File: config.mk
export PLATFORM = sky130hd
export DESIGN_NAME = ram_rr_bridge
export DESIGN_NICKNAME = d
export VERILOG_FILES = /design/src/rtl/ram_rr_bridge_pkg.sv /design/src/rtl/ram_rr_bridge_arb.sv /design/src/rtl/ram_rr_bridge.sv
export SDC_FILE = /design/constraint.sdc
export NUM_CORES = 1
export LEC_CHECK = 0
export CAP_MARGIN = 10
export CORE_AREA = 2 2 245 247
export DETAILED_ROUTE_END_ITERATION = 12
export DIE_AREA = 0 0 247 249
export PLACE_DENSITY = 0.43
export SLEW_MARGIN = 20
export SYNTH_ARGS = -nofsm -noshare
export SYNTH_HDL_FRONTEND = slang
export SYNTH_SLANG_ARGS = --single-unit
File: constraint.sdc
create_clock -name clock -period 4.8 [get_ports clock]
set_input_delay 0.96 -clock clock [delete_from_list [all_inputs] [get_ports clock]]
set_output_delay 0.96 -clock clock [all_outputs]
set_load 0.02 [all_outputs]
File: src/rtl/ram_rr_bridge_pkg.sv
// ram_rr_bridge_pkg: shared constants for the RAM bridge and the simulation top.
//   PC_START   - byte address of RAM word 0 (program start)
//   RAM_IDX_W  - RAM word-index width shared by the top and the bridge
//   RAM_LAT    - default response latency in cycles after grant
//   ch_width() - index width for a channel count (at least 1 bit)
package ram_rr_bridge_pkg;

    localparam logic [63:0] PC_START  = 64'h0000_0000_8000_0000;
    localparam int unsigned RAM_IDX_W = 16;
    localparam int unsigned RAM_LAT   = 1;

    function automatic int unsigned ch_width(input int unsigned n);
        return (n > 1) ? $clog2(n) : 1;
    endfunction

endpackage

File: src/rtl/ram_rr_bridge_arb.sv
// rr_arbiter: combinational round-robin arbiter.
//   elig_i  - per-channel eligible vector
//   last_i  - channel granted most recently (search starts after it)
//   gnt_o   - one-hot grant
//   idx_o   - index of the granted channel
//   valid_o - a channel was granted
module rr_arbiter
    import ram_rr_bridge_pkg::*;
#(
    parameter int unsigned NCH = 2,
    localparam int unsigned CW = ch_width(NCH)
) (
    input  logic [NCH-1:0] elig_i,
    input  logic [CW-1:0]  last_i,
    output logic [NCH-1:0] gnt_o,
    output logic [CW-1:0]  idx_o,
    output logic           valid_o
);

    int unsigned c;

    always_comb begin
        gnt_o   = '0;
        idx_o   = '0;
        valid_o = 1'b0;
        c       = 0;
        // Walk last+1 .. last+NCH (mod NCH); the first eligible channel wins.
        for (int unsigned k = 1; k <= NCH; k++) begin
            c = (32'(last_i) + k) % NCH;
            if (!valid_o && elig_i[c]) begin
                gnt_o[c] = 1'b1;
                idx_o    = CW'(c);
                valid_o  = 1'b1;
            end
        end
    end

endmodule

File: src/rtl/ram_rr_bridge.sv
// ram_rr_bridge: round-robin bridge from NCH requester channels to one single-port RAM.
//   clock, reset        - sole clock, asynchronous active-high reset
//   req_*_i             - per-channel request (level, held until rsp_ready_o)
//   req_gnt_o           - one-hot grant this cycle (combinational)
//   rsp_ready_o/err_o   - one-cycle response pulse and out-of-range flag
//   rsp_data_o          - per-channel read data, held between reads
//   ram_*_o, ram_rdata_i - RAM port; read data is combinational from ram_idx_o
module ram_rr_bridge
    import ram_rr_bridge_pkg::*;
#(
    parameter int unsigned NCH   = 2,
    parameter int unsigned DW    = 64,
    parameter int unsigned AW    = 64,
    parameter int unsigned IDX_W = RAM_IDX_W,
    parameter int unsigned LAT   = RAM_LAT,
    parameter logic [AW-1:0] BASE = AW'(PC_START)
) (
    input  logic                clock,
    input  logic                reset,
    input  logic [NCH-1:0]      req_cen_i,
    input  logic [NCH-1:0]      req_wen_i,
    input  logic [NCH*AW-1:0]   req_addr_i,
    input  logic [NCH*DW-1:0]   req_wdata_i,
    input  logic [NCH*DW/8-1:0] req_wmask_i,
    output logic [NCH-1:0]      req_gnt_o,
    output logic [NCH-1:0]      rsp_ready_o,
    output logic [NCH*DW-1:0]   rsp_data_o,
    output logic [NCH-1:0]      rsp_err_o,
    output logic                ram_en_o,
    output logic                ram_wen_o,
    output logic [IDX_W-1:0]    ram_idx_o,
    output logic [DW-1:0]       ram_wdata_o,
    output logic [DW-1:0]       ram_wmask_o,
    input  logic [DW-1:0]       ram_rdata_i
);

    localparam int unsigned CW = ch_width(NCH);
    localparam int unsigned MW = DW / 8;

    logic [CW-1:0]     last_q;
    logic [NCH-1:0]    busy_q, busy_d;
    logic [NCH*DW-1:0] data_q;

    // Response pipeline; stage LAT-1 is the one that responds.
    logic          pipe_valid_q [LAT];
    logic [CW-1:0] pipe_ch_q    [LAT];
    logic          pipe_wen_q   [LAT];
    logic          pipe_err_q   [LAT];
    logic [DW-1:0] pipe_data_q  [LAT];

    logic [NCH-1:0] elig;
    logic [CW-1:0]  gnt_idx;
    logic           gnt_valid;
    logic [AW-1:0]  sel_addr, off;
    logic           sel_wen, in_range;
    logic [DW-1:0]  sel_wdata;
    logic [MW-1:0]  sel_wmask;
    logic           unused_off;

    // Entry about to move into the last stage; rsp_data_o is loaded from it so the
    // new data is visible in the same cycle as rsp_ready_o.
    logic          pre_valid, pre_wen, pre_err;
    logic [CW-1:0] pre_ch;
    logic [DW-1:0] pre_data;

    assign elig = req_cen_i & ~busy_q & ~rsp_ready_o;

    rr_arbiter #(
        .NCH(NCH)
    ) u_arb (
        .elig_i (elig),
        .last_i (last_q),
        .gnt_o  (req_gnt_o),
        .idx_o  (gnt_idx),
        .valid_o(gnt_valid)
    );

    always_comb begin
        sel_addr  = req_addr_i[gnt_idx*AW +: AW];
        sel_wen   = req_wen_i[gnt_idx];
        sel_wdata = req_wdata_i[gnt_idx*DW +: DW];
        sel_wmask = req_wmask_i[gnt_idx*MW +: MW];
        off       = sel_addr - BASE;
        in_range  = (sel_addr >= BASE) && (off[AW-1:IDX_W+3] == '0);

        ram_en_o    = 1'b0;
        ram_wen_o   = 1'b0;
        ram_idx_o   = '0;
        ram_wdata_o = '0;
        ram_wmask_o = '0;
        if (gnt_valid && in_range) begin
            ram_en_o    = 1'b1;
            ram_wen_o   = sel_wen;
            ram_idx_o   = off[IDX_W+2:3];
            ram_wdata_o = sel_wdata;
            for (int unsigned b = 0; b < MW; b++) begin
                ram_wmask_o[b*8 +: 8] = {8{sel_wmask[b]}};
            end
        end
    end

    // Byte offset within the word is ignored; accesses are word-aligned.
    assign unused_off = ^off[2:0];

    always_comb begin
        rsp_ready_o = '0;
        rsp_err_o   = '0;
        if (pipe_valid_q[LAT-1]) begin
            rsp_ready_o[pipe_ch_q[LAT-1]] = 1'b1;
            rsp_err_o[pipe_ch_q[LAT-1]]   = pipe_err_q[LAT-1];
        end
    end

    always_comb begin
        busy_d = busy_q;
        if (pipe_valid_q[LAT-1]) begin
            busy_d[pipe_ch_q[LAT-1]] = 1'b0;
        end
        if (gnt_valid) begin
            busy_d = busy_d | req_gnt_o;
        end
    end

    if (LAT == 1) begin : g_pre_direct
        assign pre_valid = gnt_valid;
        assign pre_ch    = gnt_idx;
        assign pre_wen   = sel_wen;
        assign pre_err   = !in_range;
        assign pre_data  = ram_rdata_i;
    end else begin : g_pre_pipe
        assign pre_valid = pipe_valid_q[LAT-2];
        assign pre_ch    = pipe_ch_q[LAT-2];
        assign pre_wen   = pipe_wen_q[LAT-2];
        assign pre_err   = pipe_err_q[LAT-2];
        assign pre_data  = pipe_data_q[LAT-2];
    end

    assign rsp_data_o = data_q;

    always_ff @(posedge clock or posedge reset) begin
        if (reset) begin
            last_q <= CW'(NCH - 1);
            busy_q <= '0;
            data_q <= '0;
            for (int unsigned i = 0; i < LAT; i++) begin
                pipe_valid_q[i] <= 1'b0;
                pipe_ch_q[i]    <= '0;
                pipe_wen_q[i]   <= 1'b0;
                pipe_err_q[i]   <= 1'b0;
                pipe_data_q[i]  <= '0;
            end
        end else begin
            if (gnt_valid) begin
                last_q <= gnt_idx;
            end
            busy_q <= busy_d;

            pipe_valid_q[0] <= gnt_valid;
            pipe_ch_q[0]    <= gnt_idx;
            pipe_wen_q[0]   <= sel_wen;
            pipe_err_q[0]   <= !in_range;
            pipe_data_q[0]  <= ram_rdata_i;
            for (int unsigned i = 1; i < LAT; i++) begin
                pipe_valid_q[i] <= pipe_valid_q[i-1];
                pipe_ch_q[i]    <= pipe_ch_q[i-1];
                pipe_wen_q[i]   <= pipe_wen_q[i-1];
                pipe_err_q[i]   <= pipe_err_q[i-1];
                pipe_data_q[i]  <= pipe_data_q[i-1];
            end

            // Writes leave the channel's read data untouched.
            if (pre_valid && !pre_wen) begin
                data_q[pre_ch*DW +: DW] <= pre_err ? '0 : pre_data;
            end
        end
    end

endmodule

==> out/qor.json, run 1 <==
{
  "drive_gt1_share": {"value": 29.7, "unit": "%"},
  "cell_internal_pwr": {"value": 2.27, "unit": "mW"},
  "finish.utilization": {"value": 31.5, "unit": "%"},
  "drt_pre_antenna_iters": {"value": 5},
  "report.power.total": {"value": 3.26, "unit": "mW"},
  "antenna_violating_nets_post_route": {"value": 0},
  "ys_seq_area_share": {"value": 35.5, "unit": "%"},
  "buffer_ports.inserted": {"value": 615},
  "cts_root_buffer": {"value": "sky130_fd_sc_hd__clkbuf_16"},
  "clock_sink_count": {"value": 134},
  "final_critical_path_setup_slack": {"value": 0.0563, "unit": "ns"},
  "critical_path_required": {"value": 3.84, "unit": "ns"},
  "route.final.wire_length": {"value": 58.0, "unit": "mm"},
  "yosys.cell_types.count": {"value": 61},
  "final.setup_skew": {"value": 0.0134, "unit": "ns"},
  "clkTransAtPathRegs": {"value": 0.06, "unit": "ns"},
  "dpl.hpwl": {"value": 42.4, "unit": "mm"},
  "synth_edf_count": {"value": 0},
  "sequential_cell_area": {"value": 3350, "unit": "um2"},
  "start_kind": {"value": "input pin"},
  "sw_frac_of_total": {"value": 30.5, "unit": "%"},
  "layout-area-overhead-vs-synth": {"value": 95.5, "unit": "%"},
  "synthFlopType": {"value": "sky130_fd_sc_hd__dfrtp_1"},
  "setup.worst_path.end_class": {"value": "primary output"},
  "final_worst_path_cycle_share": {"value": 98.8, "unit": "%"},
  "report.final.hold_viol_count": {"value": 0},
  "min_path_type": {"value": "register to register"},
  "grt_max_degree": {"value": 129},
  "peakVddDrop": {"value": 0.163, "unit": "mV"},
  "tritoncts_clock_tree": {"value": "done"},
  "power_frac_clock": {"value": 39.0, "unit": "%"},
  "drt-vias-per-instance": {"value": 4.48},
  "leakage_power_figure": {"value": 7.19, "unit": "nW"},
  "power.combinational.fraction": {"value": 25.5, "unit": "%"},
  "place_ws": {"value": -0.765, "unit": "ns"},
  "finalNonFillerCells": {"value": 2604},
  "area_occupied_by_multi_input_gates": {"value": 5860, "unit": "um2"},
  "max_cap_viol_count": {"value": 0},
  "antenna_found_initial": {"value": 15},
  "grt_usage": {"value": 17.2, "unit": "%"},
  "grt_overflow": {"value": 0},
  "clkLatencyLatePin": {"value": 0.44, "unit": "ns"},
  "design.portCount": {"value": 622},
  "critPathArrivalTime": {"value": 3.78, "unit": "ns"},
  "vias": {"value": 11678},
  "grt_pass1_wl": {"value": 79.1, "unit": "mm"},
  "postSynth.asyncResetShare": {"value": 100, "unit": "%"},
  "std_cell_rows": {"value": 89},
  "maxClockFrequency": {"value": 211, "unit": "MHz"},
  "crit_path_max_fanout": {"value": 9},
  "die_h": {"value": 249, "unit": "um"},
  "period_minus_ws_final": {"value": 4.74, "unit": "ns"},
  "routed_wire_length_per_instance": {"value": 22.3, "unit": "um"},
  "worst_slew_margin_rel": {"value": 38.5, "unit": "%"},
  "initial_utilization": {"value": 16.1, "unit": "%"},
  "h-tree-depth": {"value": 4},
  "cts.hold.buffers_added": {"value": 0},
  "synth_nets": {"value": 1486},
  "place_congestion": {"value": 0.881},
  "die_area": {"value": 61500, "unit": "um2"},
  "detailedRoute.firstIterationViolations": {"value": 586},
  "run_status": {"value": "complete, no violations"},
  "numCtsBuffers": {"value": 17},
  "fill_cells": {"value": 6250},
  "die_w": {"value": 247, "unit": "um"},
  "final_setup_fails": {"value": 0},
  "pwr_density_cell": {"value": 176, "unit": "nW/um2"},
  "dp_cells": {"value": 2530},
  "p_switching": {"value": 995, "unit": "uW"},
  "route.detailed.drc": {"value": 0},
  "postSynthRegisterBits": {"value": 134},
  "postSynthCellCount": {"value": 1144},
  "post_route_setup_tns": {"value": 0, "unit": "ns"},
  "core_region_area": {"value": 58700, "unit": "um2"},
  "post_synthesis_mean_instance_area": {"value": 8.27, "unit": "um2"},
  "slew_of_the_pin_with_the_lowest_slew_margin": {"value": 0.923, "unit": "ns"},
  "worst-setup-path-type": {"value": "input pin to primary output"},
  "final_nets": {"value": 2151},
  "first_global_vias": {"value": 12056},
  "rsz0062_at_grt": {"value": "true"},
  "setup.reg_to_reg.worst_slack": {"value": 1.10, "unit": "ns"},
  "drv_slew": {"value": 0},
  "sequentialPowerShare": {"value": 35.4, "unit": "%"},
  "synth.cell_area": {"value": 9460, "unit": "um2"},
  "ys_warn_count": {"value": 0},
  "clk_path_buf_depth": {"value": 2}
}
## flip-flops by register name, indices dropped and copies added, names as in the netlist
register / count
pipe_err_q: 1
last_q: 1
busy_q: 2
pipe_valid_q: 1
rsp_data_o: 128
pipe_ch_q: 1
## Yosys cell counts (all sizes together), types with 6 or more instances
library cell  instances  area, um2
nand2               323       1210
nor3                 14       80.1
nand2b                6       37.5
nand4               135        845
nor4                 22        144
dfrtp               133       3330
buf                  87        633
o21ai               133        666
clkbuf               89        334
mux2i                11        110
a2111oi              89       1330
nor2                 18       67.6
or3                   6       37.5
nand3                14       82.6
## cell usage in the layout (no fill, tap or decap), types with 13 or more instances in the layout
cell | netlist | final
sky130_fd_sc_hd__clkbuf_16 | 0 | 24
sky130_fd_sc_hd__dlymetal6s2s_1 | 0 | 34
sky130_fd_sc_hd__clkbuf_2 | 0 | 65
sky130_fd_sc_hd__a2111oi_2 | 88 | 57
sky130_fd_sc_hd__buf_4 | 57 | 199
sky130_fd_sc_hd__clkdlybuf4s50_1 | 0 | 424
sky130_fd_sc_hd__buf_12 | 0 | 26
sky130_fd_sc_hd__buf_2 | 8 | 44
sky130_fd_sc_hd__a2111oi_4 | 0 | 32
sky130_fd_sc_hd__buf_6 | 11 | 13
sky130_fd_sc_hd__nand2_1 | 323 | 321
sky130_fd_sc_hd__o21ai_1 | 128 | 128
sky130_fd_sc_hd__nor2_1 | 18 | 13
sky130_fd_sc_hd__dfrtp_1 | 133 | 133
sky130_fd_sc_hd__nand4_1 | 135 | 135
## path summary, 6_finish.rpt
kind	startpoint	end	depth (start not counted)
worst min register to register	rsp_data_o[104]	rsp_data_o[104]	2
max in group asynchronous	reset	last_q	3
worst max-delay path	req_addr_i[47]	ram_wmask_o[17]	14
worst max register to register	pipe_valid_q	rsp_data_o[80]	10
worst min-delay path	rsp_data_o[104]	rsp_data_o[104]	2
min in group asynchronous	reset	rsp_data_o[41]	2
## area by class of cell
cell class | count | area share (%)
diodes | 9 | 0.122
well taps | 773 | 5.23
clock buffers | 18 | 2.38
multi-input cells | 828 | 31.7
flip-flops and latches | 134 | 18.1
repair buffers | 822 | 41.6
clock inverters | 14 | 0.677
inverters | 6 | 0.189
## through the flow
stage	area (um2)	hold WS, ns
6_report	18500	0.482
5_1_grt	18500	0.507
4_1_cts	17800	0.488
3_5_place_dp	17200	0.474
3_3_place_gp	17200	0.466
2_1_floorplan	9470	0.453
## per-layer routing
metal / up-vias / share of wire (%) / routed length [um] / GRT usage (%)
met5: - / 0 / 0 / 0
met1: 5706 / 39 / 22700 / 19.8
met2: 442 / 51 / 29900 / 30.5
met4: 0 / 2.4 / 1390 / 5.68
met3: 49 / 6.9 / 4030 / 4.63
li1: 5481 / - / - / -
## kinds of logic (layout without fill, tap and decap cells)
group           Yosys count  after routing  synth area share, %
simple gates            562            562                 28.6
flops                   134            134                 35.5
mux                      14             14                 1.52
xor+xnor                  7              7                0.648
other cells               0              9                    0
compound gates          245            245                 23.3
buf+inv                 182            860                 10.5
## critical path, cell delays in order
cell and delay [ns]:
sky130_fd_sc_hd__clkdlybuf4s50_1 0.48, sky130_fd_sc_hd__nor2_2 0.15, sky130_fd_sc_hd__nand3_2 0.10, sky130_fd_sc_hd__mux2_4 0.29
sky130_fd_sc_hd__nor3_4 0.17, sky130_fd_sc_hd__mux2i_1 0.23, sky130_fd_sc_hd__buf_4 0.15, sky130_fd_sc_hd__nand3_4 0.14
sky130_fd_sc_hd__buf_12 0.18, sky130_fd_sc_hd__clkbuf_16 0.17, sky130_fd_sc_hd__a2111oi_4 0.27, sky130_fd_sc_hd__buf_4 0.20
sky130_fd_sc_hd__buf_4 0.11, sky130_fd_sc_hd__buf_2 0.15
## power by group through the flow
stage	registers [mW]	logic, mW	clock network, mW
4_1_cts	1.16	0.783	1.32
3_5_place_dp	1.18	0.777	0
5_1_grt	1.16	0.884	1.37
2_1_floorplan	1.17	0.258	0
3_3_place_gp	1.18	0.776	0
6_report	1.16	0.833	1.27
## what timing repair did
action | in CTS | in global routing
gates cloned | 0 | 12
gates resized for setup | 271 | 491
endpoints found under the setup margin | 146 | 146
buffers inserted | 0 | 21
pin swaps | 4 | 29
hold endpoints to repair | 0 | 0
No activity file was read; power rests on OpenSTA's default activity.
==> inputs of run 2 (changes only) <==
Settings changed: GPL_TIMING_DRIVEN set to 0, SLEW_MARGIN 20 to unset.
==> out/qor.json, run 2 (synthesis gave the netlist of run 1 again) <==
{
  "initial_utilization": {"value": 16.1, "unit": "%"},
  "grt_max_degree": {"value": 84},
  "cpMaxStageDelayCell": {"value": "sky130_fd_sc_hd__nor4_4"},
  "leakage_power_figure": {"value": 6.71, "unit": "nW"},
  "sw_frac_of_total": {"value": 30.9, "unit": "%"},
  "dpl.hpwl": {"value": 50.2, "unit": "mm"},
  "final_worst_path_cycle_share": {"value": 98.2, "unit": "%"},
  "final_setup_fails": {"value": 0},
  "run_status": {"value": "complete, no violations"},
  "commonest_cells_after_routing_fill_and_taps_aside": {"value": "sky130_fd_sc_hd__clkdlybuf4s50_1, sky130_fd_sc_hd__nand2_1, sky130_fd_sc_hd__nand4_1"},
  "grt_pass1_wl": {"value": 86.7, "unit": "mm"},
  "timing.critical_path.cells": {"value": "clkdlybuf4s15_1 -> nor4_4 -> buf_4 -> buf_4 -> nand3_2 -> nor4b_4 -> a211oi_2 -> a21oi_4 -> o2111ai_4 -> buf_12 -> buf_16 -> a2111oi_4 -> buf_12 -> buf_6 -> buf_6"},
  "grt_usage": {"value": 19.2, "unit": "%"},
  "report.final.hold_viol_count": {"value": 0},
  "clock_sink_count": {"value": 134},
  "core_region_area": {"value": 58700, "unit": "um2"},
  "die_h": {"value": 249, "unit": "um"},
  "die_area": {"value": 61500, "unit": "um2"},
  "pwr_density_cell": {"value": 179, "unit": "nW/um2"},
  "h-tree-depth": {"value": 4},
  "antenna_violating_nets_post_route": {"value": 0},
  "drt-vias-per-instance": {"value": 4.48},
  "drt_pre_antenna_iters": {"value": 5},
  "first_global_vias": {"value": 12445},
  "power_frac_clock": {"value": 40.4, "unit": "%"},
  "buffer_ports.inserted": {"value": 615},
  "layout.cells.most_common": {"value": "sky130_fd_sc_hd__clkdlybuf4s50_1"},
  "drive_gt1_share": {"value": 26.0, "unit": "%"},
  "numCtsBuffers": {"value": 17},
  "place_area": {"value": 16600, "unit": "um2"},
  "setup.worst_path.end_class": {"value": "primary output"},
  "power.combinational.fraction": {"value": 23.9, "unit": "%"},
  "critical_path.max_stage_delay": {"value": 0.34, "unit": "ns"},
  "max_cap_viol_count": {"value": 0},
  "rsz0062_at_grt": {"value": "true"},
  "start_kind": {"value": "input pin"},
  "drv_slew": {"value": 0},
  "antenna_found_initial": {"value": 21},
  "std_cell_rows": {"value": 89},
  "worst_slew_margin_rel": {"value": 24.7, "unit": "%"},
  "tritoncts_clock_tree": {"value": "done"},
  "cell_internal_pwr": {"value": 2.24, "unit": "mW"},
  "period_minus_ws_final": {"value": 4.71, "unit": "ns"},
  "route.final.wire_length": {"value": 61.1, "unit": "mm"},
  "place_congestion": {"value": 0.885},
  "worst-setup-path-type": {"value": "input pin to primary output"},
  "clk_path_buf_depth": {"value": 2},
  "route.detailed.drc": {"value": 0},
  "final.setup_skew": {"value": 0.0120, "unit": "ns"},
  "cts_root_buffer": {"value": "sky130_fd_sc_hd__clkbuf_16"},
  "layout-area-overhead-vs-synth": {"value": 91.7, "unit": "%"},
  "grt_overflow": {"value": 0},
  "p_switching": {"value": 1.00, "unit": "mW"},
  "routed_wire_length_per_instance": {"value": 23.3, "unit": "um"},
  "min_path_type": {"value": "register to register"},
  "flip_flop_count_of_the_largest_register_all_copies_and_words_added": {"value": 128},
  "final_design_area_no_fill": {"value": 18100, "unit": "um2"},
  "clkLatencyLatePin": {"value": 0.43, "unit": "ns"},
  "vias": {"value": 11750},
  "peakVddDrop": {"value": 0.162, "unit": "mV"},
  "place_ws": {"value": -2.33, "unit": "ns"},
  "clkTransAtPathRegs": {"value": 0.06, "unit": "ns"},
  "maxClockFrequency": {"value": 212, "unit": "MHz"},
  "final_critical_path_setup_slack": {"value": 0.0872, "unit": "ns"},
  "critPathArrivalTime": {"value": 3.75, "unit": "ns"},
  "critical_path_required": {"value": 3.84, "unit": "ns"},
  "final_nets": {"value": 2171},
  "sequentialPowerShare": {"value": 35.7, "unit": "%"},
  "slew_of_the_pin_with_the_lowest_slew_margin": {"value": 1.12, "unit": "ns"},
  "detailedRoute.firstIterationViolations": {"value": 501},
  "design.portCount": {"value": 622},
  "die_w": {"value": 247, "unit": "um"},
  "crit_path_max_fanout": {"value": 8},
  "report.power.total": {"value": 3.24, "unit": "mW"}
}
==> run 2: changes by cell type in the layout (fill, tap and decap cells not counted), sizes merged <==
cell / previous run / this run
clkdlybuf4s50: 424 / 420
dlygate4sd2: 3 / 27
clkinv: 8 / 4
clkbuf: 90 / 118
dlymetal6s2s: 34 / 7
diode: 9 / 8
clkinvlp: 2 / 4
clkdlybuf4s15: 2 / 31
buf: 287 / 258
dlygate4sd1: 0 / 1
==> run 2: repair_timing <==
item                       CTS  global route
buffers inserted            39             9
pin swaps                   44            25
setup endpoints to repair  148           146
resized for setup          837            87
cloned                       2             0
hold buffers                 0             0
==> run 2: path summary, 6_finish.rpt <==
kind	cells past startpoint	from	slack (ns)	endpoint
max in group asynchronous	3	reset	2.93	rsp_data_o[78]
min reg2reg	2	rsp_data_o[107]	0.48	rsp_data_o[107]
max	15	req_addr_i[112]	0.09	ram_wmask_o[62]
min in group asynchronous	2	reset	1.11	rsp_data_o[42]
min	2	rsp_data_o[107]	0.48	rsp_data_o[107]
max reg2reg	9	pipe_valid_q	1.40	rsp_data_o[37]
==> run 2: area by class of cell <==
cell class | count | area [um2]
clock buffers | 20 | 467
inverters | 6 | 30.0
fillers | 6297 | 40600
flip-flops and latches | 134 | 3350
plain buffers | 175 | 1100
well taps | 773 | 967
repair buffers | 667 | 6190
multi-input cells | 828 | 5890
diodes | 8 | 20.0
clock inverters | 12 | 118
==> run 2: power groups by stage <==
stage	Clock, mW	Sequential [mW]	Combinational [mW]
finish	1.31	1.15	0.775
global route	1.39	1.16	0.830
CTS	1.34	1.15	0.778
detailed placement	0	1.18	0.714
global placement	0	1.17	0.709
floorplan	0	1.17	0.258
==> run 2: metal layers <==
layer | share of wire, % | up-vias | GRT usage (%)
met4 | 2.4 | 2 | 5.22
met5 | 0.011 | - | 0
li1 | - | 5533 | -
met2 | 53 | 439 | 36.1
met1 | 37 | 5705 | 20.7
met3 | 7.3 | 71 | 5.16
==> run 2: worst max-delay path, delay by kind of cell <==
family | cells | cell delay [ns]
and+or+nand+nor | 3 | 0.78
AOI/OAI and AO/OA | 4 | 0.76
buffers and inverters | 8 | 1.22
==> run 2: stage by stage <==
step	hold WS [ns]	setup TNS, ns	utilization (%)	std cells
5_1_grt	0.513	-0.243	30.9	2622
4_1_cts	0.490	0	30.6	2607
3_5_place_dp	0.475	-255.85	28.4	2534
3_3_place_gp	0.470	-536.23	28.3	2532
6_report	0.484	0	30.9	2623
2_1_floorplan	0.453	-2.89	-	1144
